[src/rtl/round_stage_pkg.sv]
// Shared definitions for the FMA rounding/packing stage: rounding-mode codes
// and IEEE single-precision limit encodings.
package round_stage_pkg;

    typedef enum logic [1:0] {
        RM_RNE = 2'b00,
        RM_RTZ = 2'b01,
        RM_RUP = 2'b10,
        RM_RDN = 2'b11
    } rm_e;

    localparam int          EXP_MAX    = 255;
    localparam logic [30:0] MAX_FINITE = 31'h7F7FFFFF;
    localparam logic [30:0] INF        = 31'h7F800000;

endpackage

[src/rtl/round_stage_round_incr.sv]
// Rounding-increment decision from sign, rounding mode and the L/G/R/S bits.
module round_incr
    import round_stage_pkg::*;
(
    input  logic       sign,
    input  logic [1:0] rm,
    input  logic       lsb,
    input  logic       g,
    input  logic       r,
    input  logic       s,
    output logic       inc,
    output logic       nx_raw
);

    always_comb begin
        nx_raw = g | r | s;
        case (rm_e'(rm))
            RM_RNE:  inc = g & (r | s | lsb);
            RM_RTZ:  inc = 1'b0;
            RM_RUP:  inc = ~sign & nx_raw;
            default: inc = sign & nx_raw;
        endcase
    end

endmodule

[src/rtl/round_stage.sv]
// Rounding/packing stage of the FMA datapath: stage 1 rounds the mantissa,
// stage 2 packs the IEEE single result and flags; valid/ready between stages.
module round_stage
    import round_stage_pkg::*;
#(
    parameter int EXP_W  = 10,
    parameter int FRAC_W = 27
) (
    input  logic              clk,
    input  logic              rst,
    input  logic              in_valid,
    output logic              in_ready,
    input  logic [1:0]        rm,
    input  logic              s_final,
    input  logic [EXP_W-1:0]  exp_norm,
    input  logic [FRAC_W-1:0] frac_inter_norm,
    input  logic              zero_m,
    input  logic              denorm_m,
    input  logic              special_m,
    input  logic [31:0]       special_res,
    output logic              out_valid,
    input  logic              out_ready,
    output logic [31:0]       result,
    output logic              flag_of,
    output logic              flag_uf,
    output logic              flag_nx
);

    localparam int MW = FRAC_W - 2;

    logic             s1_valid;
    logic             s1_sign;
    logic [EXP_W-1:0] s1_exp;
    logic [MW-1:0]    s1_mant;
    logic             s1_nx;
    rm_e              s1_rm;
    logic             s1_zero;
    logic             s1_denorm;
    logic             s1_special;
    logic [31:0]      s1_special_res;

    logic          s2_adv;
    logic          s1_adv;
    logic          accept;
    logic          inc;
    logic          nx_raw;
    logic [MW-1:0] mant_rnd;

    assign s2_adv   = ~out_valid | out_ready;
    assign s1_adv   = s1_valid & s2_adv;
    assign in_ready = ~s1_valid | s2_adv;
    assign accept   = in_valid & in_ready;

    round_incr u_round_incr (
        .sign   (s_final),
        .rm     (rm),
        .lsb    (frac_inter_norm[3]),
        .g      (frac_inter_norm[2]),
        .r      (frac_inter_norm[1]),
        .s      (frac_inter_norm[0]),
        .inc    (inc),
        .nx_raw (nx_raw)
    );

    assign mant_rnd = {1'b0, frac_inter_norm[FRAC_W-1:3]} + MW'(inc);

    always_ff @(posedge clk) begin
        if (rst) begin
            s1_valid       <= 1'b0;
            s1_sign        <= 1'b0;
            s1_exp         <= '0;
            s1_mant        <= '0;
            s1_nx          <= 1'b0;
            s1_rm          <= RM_RNE;
            s1_zero        <= 1'b0;
            s1_denorm      <= 1'b0;
            s1_special     <= 1'b0;
            s1_special_res <= '0;
        end else begin
            if (in_ready) begin
                s1_valid <= in_valid;
            end
            if (accept) begin
                s1_sign        <= s_final;
                s1_exp         <= exp_norm;
                s1_mant        <= mant_rnd;
                s1_nx          <= nx_raw;
                s1_rm          <= rm_e'(rm);
                s1_zero        <= zero_m;
                s1_denorm      <= denorm_m;
                s1_special     <= special_m;
                s1_special_res <= special_res;
            end
        end
    end

    logic               carry;
    logic signed [EXP_W:0] exp_adj;
    logic [7:0]         exp_field;
    logic [22:0]        mant_out;
    logic               ovf;
    logic               to_inf;
    logic [31:0]        pack_res;
    logic               pack_of;
    logic               pack_uf;
    logic               pack_nx;

    always_comb begin
        carry   = s1_mant[MW-1];
        exp_adj = {s1_exp[EXP_W-1], s1_exp} + {{EXP_W{1'b0}}, carry};
        ovf     = ~s1_denorm & (exp_adj >= $signed((EXP_W+1)'(EXP_MAX)));
        to_inf  = (s1_rm == RM_RNE) | ((s1_rm == RM_RUP) & ~s1_sign)
                | ((s1_rm == RM_RDN) & s1_sign);

        // A subnormal that rounds up into bit 23 becomes the smallest normal.
        if (s1_denorm) begin
            exp_field = {7'b0, s1_mant[23]};
            mant_out  = s1_mant[22:0];
        end else if (carry) begin
            exp_field = exp_adj[7:0];
            mant_out  = s1_mant[23:1];
        end else begin
            exp_field = exp_adj[7:0];
            mant_out  = s1_mant[22:0];
        end

        pack_of = 1'b0;
        pack_uf = 1'b0;
        pack_nx = 1'b0;
        if (s1_special) begin
            pack_res = s1_special_res;
        end else if (s1_zero) begin
            pack_res = {s1_sign, 31'b0};
        end else if (ovf) begin
            pack_res = {s1_sign, to_inf ? INF : MAX_FINITE};
            pack_of  = 1'b1;
            pack_nx  = 1'b1;
        end else begin
            pack_res = {s1_sign, exp_field, mant_out};
            pack_nx  = s1_nx;
            pack_uf  = s1_denorm & s1_nx;
        end
    end

    always_ff @(posedge clk) begin
        if (rst) begin
            out_valid <= 1'b0;
            result    <= '0;
            flag_of   <= 1'b0;
            flag_uf   <= 1'b0;
            flag_nx   <= 1'b0;
        end else if (s2_adv) begin
            out_valid <= s1_valid;
            if (s1_adv) begin
                result  <= pack_res;
                flag_of <= pack_of;
                flag_uf <= pack_uf;
                flag_nx <= pack_nx;
            end
        end
    end

endmodule
[config.mk]
export PLATFORM = sky130hd
export DESIGN_NAME = round_stage
export DESIGN_NICKNAME = d
export VERILOG_FILES = /design/src/rtl/round_stage_pkg.sv /design/src/rtl/round_stage_round_incr.sv /design/src/rtl/round_stage.sv
export SDC_FILE = /design/constraint.sdc
export NUM_CORES = 1
export LEC_CHECK = 0
export CAP_MARGIN = 20
export CORE_UTILIZATION = 30
export DETAILED_ROUTE_END_ITERATION = 12
export DONT_BUFFER_PORTS = 1
export GPL_ROUTABILITY_DRIVEN = 0
export SLEW_MARGIN = 15
export SYNTH_ARGS = -nofsm -noshare
export SYNTH_HDL_FRONTEND = slang
export SYNTH_HIERARCHICAL = 1
export SYNTH_SLANG_ARGS = --single-unit
[constraint.sdc]
create_clock -name clk -period 2.5 [get_ports clk]
set_input_delay 0.5 -clock clk [delete_from_list [all_inputs] [get_ports clk]]
set_output_delay 0.5 -clock clk [all_outputs]
set_load 0.02 [all_outputs]
[After elaboration in Yosys (flattened, before gate mapping)]
Cells that the tools add are included.
Storage, ports and cells
  bits in registers: 111
  bits of input ports: 79
  output and inout port bits: 37
  word-level logic and storage cells: 64
Cells by class
  add/subtract/negate cells: 2
  order comparisons: 1
  eq/ne operators: 4
  muxes and demuxes: 17
  bitwise operators: 22
  reduce and logical (&&, ||, !) cells: 3
Operator list (count)
  two-way mux 31 bit: 2
  two-way mux 23 bit: 2
  two-way mux 32 bit: 1
  adder 24 x 1 -> 25 bit: 1
  two-way mux 24 bit: 1
  adder 10 x 2 -> 11 bit: 1
  greater-or-equal comparator 11 x 9 -> 1 bit (second input constant): 1
  bitwise AND 1 bit: 9
  two-way mux 1 bit: 9
  two-way mux 8 bit: 1
  OR 1 bit: 8
  equality test 2 bit (second input constant): 3
  NOT 1 bit: 5
  logical NOT 2 bit: 2
  case mux 1 bit (3 select lines): 1
  equality test 2 x 1 -> 1 bit (second input constant): 1
  AND reduction 2 bit: 1

[Depth between registers and ports, before layout]
  word-level depth: 8
  depth in mapped cells: 11
  depth with buffers taken out: 10

[By module]
The synthesis kept the hierarchy.
Modules (own cells, without submodules)
  round_stage: instances 1, cells each 689, area an instance 5491.5 um^2, seq. area each 2222.1 um^2
  round_incr: instances 1, cells each 7, area an instance 40.0 um^2, seq. area each 0.0 um^2

[Least setup slack after synthesis]
OpenSTA, ideal clock, no wires.
  path type: input to register
  from: in frac_inter_norm[1]
  to: reg s1_mant[24]
  library setup time: 0.070 ns
  data arrival time: 2.349 ns
  required time: 2.430 ns
  slack: 0.081 ns
  stages on the path: 10
  path buffers: 1
  cells stage by stage: or2_1 -> a21oi_1 -> nor3_1 -> ha_1 -> ha_1 -> nand2_1 -> or3_1 -> clkbuf_1 -> or4_1 -> a21oi_1
Between the ends
  word-level cells in the longest chain between the ends: 5
  elaborated cells between the ends (all ways): 9
  classes of those cells: 1 x add/sub; 1 x mux; 7 x bitwise
Ends and longest elaborated chain
  from (decl): RTL line round_stage.sv:16  | input logic [FRAC_W-1:0] frac_inter_norm,
  OR 1 bit, on equally long branches (2 in a row): RTL line round_stage_round_incr.sv:16, round_stage_round_incr.sv:18
  bitwise AND 1 bit, on equally long branches: RTL line round_stage_round_incr.sv:21, round_stage_round_incr.sv:18, round_stage_round_incr.sv:20
  case mux 1 bit (3 select lines) *: RTL line round_stage_round_incr.sv:17  | case (rm_e'(rm))
  net inc: RTL line round_stage.sv:45  | logic inc;
  adder 24 x 1 -> 25 bit *: RTL line round_stage.sv:65  | assign mant_rnd = {1'b0, frac_inter_norm[FRAC_W-1:3]} + MW'(inc);
  to (signal assigned): RTL line round_stage.sv:86  | s1_mant <= mant_rnd;
  to (decl): RTL line round_stage.sv:34  | logic [MW-1:0] s1_mant;
The timed path passes the listed nets; every way through them passes the cells marked *.
A chain may end at the register's enable or synchronous reset.

[Worst setup path in the final report]
  from: reg s1_mant[24]
  to: reg result[2]
Between the ends
  word-level cells in the longest chain between the ends: 6
  elaborated cells between the ends (all ways): 8
  classes of those cells: 1 x add/sub; 1 x order compare; 5 x mux; 1 x bitwise
Ends and longest elaborated chain
  adder 10 x 2 -> 11 bit: RTL line round_stage.sv:110  | exp_adj = {s1_exp[EXP_W-1], s1_exp} + {{EXP_W{1'b0}}, carry};
  greater-or-equal comparator 11 x 9 -> 1 bit: RTL line round_stage.sv:111  | ovf = ~s1_denorm & (exp_adj >= $signed((EXP_W+1)'(EXP_MAX)));
  bitwise AND 1 bit: RTL line round_stage.sv:111
  two-way mux 31 bit *: RTL line round_stage.sv:134  | end else if (ovf) begin
  two-way mux 31 bit *: RTL line round_stage.sv:132  | end else if (s1_zero) begin
  two-way mux 32 bit *: RTL line round_stage.sv:130  | if (s1_special) begin
  to (signal assigned): RTL line round_stage.sv:155  | result <= pack_res;
  to (decl): RTL line round_stage.sv:23  | output logic [31:0] result,
Mark *: on every way between the ends. The rest lies on a longest branch, timed or not.

==> summary.txt <==
Status
  • Outcome: finished clean

Pwr
  • Max VDD drop: about 0.28 mV
  • Combinational Power Share: 0.099
  • Psw: 0.00103 W
  • P_int: 0.00276 W
  • Sw frac: 0.272
  • PD cells: 627 nW/µm²
  • Clock group share of total power: 0.379
  • Design Power: about 0.0038 W
  • Sequential share of power: 0.522
  • Static leakage: approximately 2.1 nW

Job
  • Max-Cap Viols: 0

Placed design
  • Placed cells: about 890
  • DP Wirelength: around 11000 µm
  • IO Port Bufs: 0

Detailed routing
  • DRT iter0 DRCs: between 200 and 300
  • Post-DR vias/cell: about 5
  • DRC Markers: 0
  • Post-Route WL: 15000 µm
  • DR vias: around 4600
  • DRT Pass-1 Iters: 4
  • WL/cell: 16.6 µm
  • Final ANT Viol Nets: 0

Global route
  • Total grt overflow: 0
  • Largest net degree at the start of global routing: between 100 and 150
  • Initial antenna violation count: 0
  • All-Layer GR Usage: 0.163
  • Vias in the first global route: roughly 4300
  • First-pass GRT wire length: about 23000 µm

Yosys
  • Syn avg cell area: around 7.9 µm²
  • Ys flop type: dfxtp_1
  • Sequential fraction of the synthesis area: 0.402
  • Number of synthesized flops with an enable pin: 0
  • Syn Nets: 779
  • Flops & latches, synth: roughly 110
  • Cell Area, Synth: 5530 µm²
  • Yosys cell types: 55
  • Post-Syn Instances: about 700
  • Synth Warn #: 6
  • Async SR Flop Fraction: 0

Timing
  • Final Hold Viols: 0
  • Final Cycle Share: 0.932
  • Worst-Margin Slew: around 0.65 ns
  • RSZ-0062 raised after global routing: no
  • Setup TNS: 0 ns
  • Fin crit period: approximately 2.3 ns
  • Hold WS: 0.196 ns
  • Fmax: 0.429 GHz
  • Max Clock Skew: ~0.014 ns
  • Final setup fails: 0
  • Slew Limit Fails: 0
  • Slew margin rel.: 0.565

Final layout
  • Area delta synth->final: 9.14%
  • Fillers: 1950
  • Final Net Count: around 750
  • N_diodes: 0
  • Non-Filler Instances: between 900 and 1000
  • Share of cells above drive strength 1: 0.0772

Critical path
  • Critical path capture point type: flip-flop
  • Worst Path Arrival: around 2.6 ns
  • CP Class: reg -> reg
  • Highest net fanout along the worst path: 23
  • Critical Path RT: 2.80 ns
  • Critical Path Start Type: flip-flop

Floorplan
  • Core ar.: 18000 µm²
  • Die Height: around 140 µm
  • Width of the die: ~140 µm
  • Initial core utilization: 0.307
  • # rows: slightly below 50
  • Die ar.: 19000 µm²
  • Ports: between 100 and 150

Hold path
  • Worst min-delay path class: in -> reg

Clocking
  • H-tree depth: 3
  • Clk slew on worst S/H paths: ~0.080 ns
  • CTS tree: yes
  • Clock Latency Late Sink: 0.36 ns
  • Clock sinks: ~110
  • Post-CTS Setup Inserts: 0
  • Post-CTS sizing: 0
  • Num CTS Buffers: 9
  • Root buffer cell: clkbuf_16
  • Clk buf depth: 2
  • Hold Buf Count CTS: 0
==> power by group through the flow <==
stage | clock [W] | combinational (W) | sequential [W]
3_3_place_gp | 0 | 0.000373 | 0.00202
4_1_cts | 0.00148 | 0.000378 | 0.00198
5_1_grt | 0.00154 | 0.000425 | 0.00199
3_5_place_dp | 0 | 0.000378 | 0.00202
6_report | 0.00144 | 0.000374 | 0.00198
2_1_floorplan | 0 | 0.000317 | 0.00199
==> synth_stat cells (all sizes together) (2+ instances only) <==
cell type / count / area (µm²)
a211oi: 25 / 188
inv: 7 / 26.3
a31oi: 5 / 31.3
nand2b: 3 / 18.8
clkbuf: 41 / 154
nand4: 9 / 77.6
nand2: 155 / 582
buf: 15 / 98.8
nor2b: 3 / 18.8
nand3: 63 / 320
or2: 2 / 12.5
a2111oi: 2 / 42.5
and4: 2 / 17.5
nor4: 2 / 12.5
nor3: 8 / 40.0
o21ai: 2 / 21.3
xor2: 5 / 43.8
o311ai: 2 / 17.5
mux2i: 25 / 250
or3: 4 / 25.0
ha: 4 / 50.1
and3: 6 / 37.5
xnor2: 23 / 201
a21oi: 82 / 410
nor2: 42 / 158
nand3b: 2 / 15.0
o31ai: 3 / 36.3
and2: 2 / 12.5
dfxtp: 111 / 2220
a31o: 27 / 236
==> flip-flops by register name (all words and copies together) (netlist names) <==
register / count
s1_mant: 25
flag_nx: 1
out_valid: 1
s1_exp: 10
s1_rm: 2
s1_denorm: 1
s1_nx: 1
s1_valid: 1
result: 32
s1_special: 1
s1_zero: 1
flag_of: 1
flag_uf: 1
s1_special_res: 32
s1_sign: 1
==> metrics by stage <==
| step | area (µm²) | setup WS [ns] | util |
|---|---|---|---|
| after floorplan | 5530 | 0.0810 | - |
| after detailed placement | 5740 | 0.0701 | 0.319 |
| after global placement | 5740 | 0.0947 | 0.319 |
| after global routing | 6040 | 0.0423 | 0.335 |
| after CTS | 6040 | 0.180 | 0.335 |
| final | 6040 | 0.171 | 0.335 |
==> metal layers <==
metal,vias to the layer above,track usage,wire [µm]
li1,2383,-,-
met1,2112,0.235,7520
met2,118,0.224,6020
met3,18,0.0442,1130
met4,0,0.0640,291
met5,-,0,0
==> layout make-up <==
cell class / count / area, µm² / share of cell area
multi-input cells: 522 / 3040 / 0.503
flip-flops and latches: 111 / 2220 / 0.368
well taps: 229 / 287 / 0.0475
clock buffers: 11 / 253 / 0.0419
repair buffers: 18 / 173 / 0.0286
clock inverters: 5 / 40.0 / 0.00663
inverters: 7 / 26.3 / 0.00435
==> critical path, cell delays in order, from the launching register on <==
cell     delay, ns
dfxtp_1       0.41
ha_1          0.25
nand4_2       0.19
o211a_1       0.29
o31a_4        0.32
o21ai_4       0.55
a31o_2        0.25
==> cell families (layout without fill, tap and decap cells) <==
| kind of cell | count (synthesis) | after routing | share of synthesized area |
|---|---|---|---|
| XOR/XNOR | 28 | 28 | 0.0443 |
| AO/OA/AOI/OAI | 158 | 158 | 0.197 |
| multiplexers | 25 | 25 | 0.0452 |
| adder cells (fa/ha/maj) | 4 | 4 | 0.00905 |
| flip-flops | 111 | 111 | 0.402 |
| buffers and inverters | 63 | 41 | 0.0504 |
| AND/OR/NAND/NOR | 307 | 307 | 0.253 |
==> cell usage in the layout, fill, tap and decap left out, types with 6 or more instances in the layout <==
cell,n
nor3_1,8
clkbuf_16,9
mux2i_1,25
a31o_1,23
nand3_1,62
buf_4,15
and3_1,6
nand4_1,7
inv_1,7
a211oi_1,25
nor2_1,42
xnor2_1,23
a21oi_1,82
nand2_1,154
dfxtp_1,111
==> worst paths after layout <==
check	startpoint	endpoint	slack, ns	depth (start not counted)
hold reg to reg	s1_special_res[16]	s1_special_res[16]	0.46	2
setup reg to reg	s1_mant[24]	result[2]	0.17	6
hold / removal	rst	s1_special_res[18]	0.20	1
setup / recovery	s1_mant[24]	result[2]	0.17	6
Power figures use the tool's default switching activity.
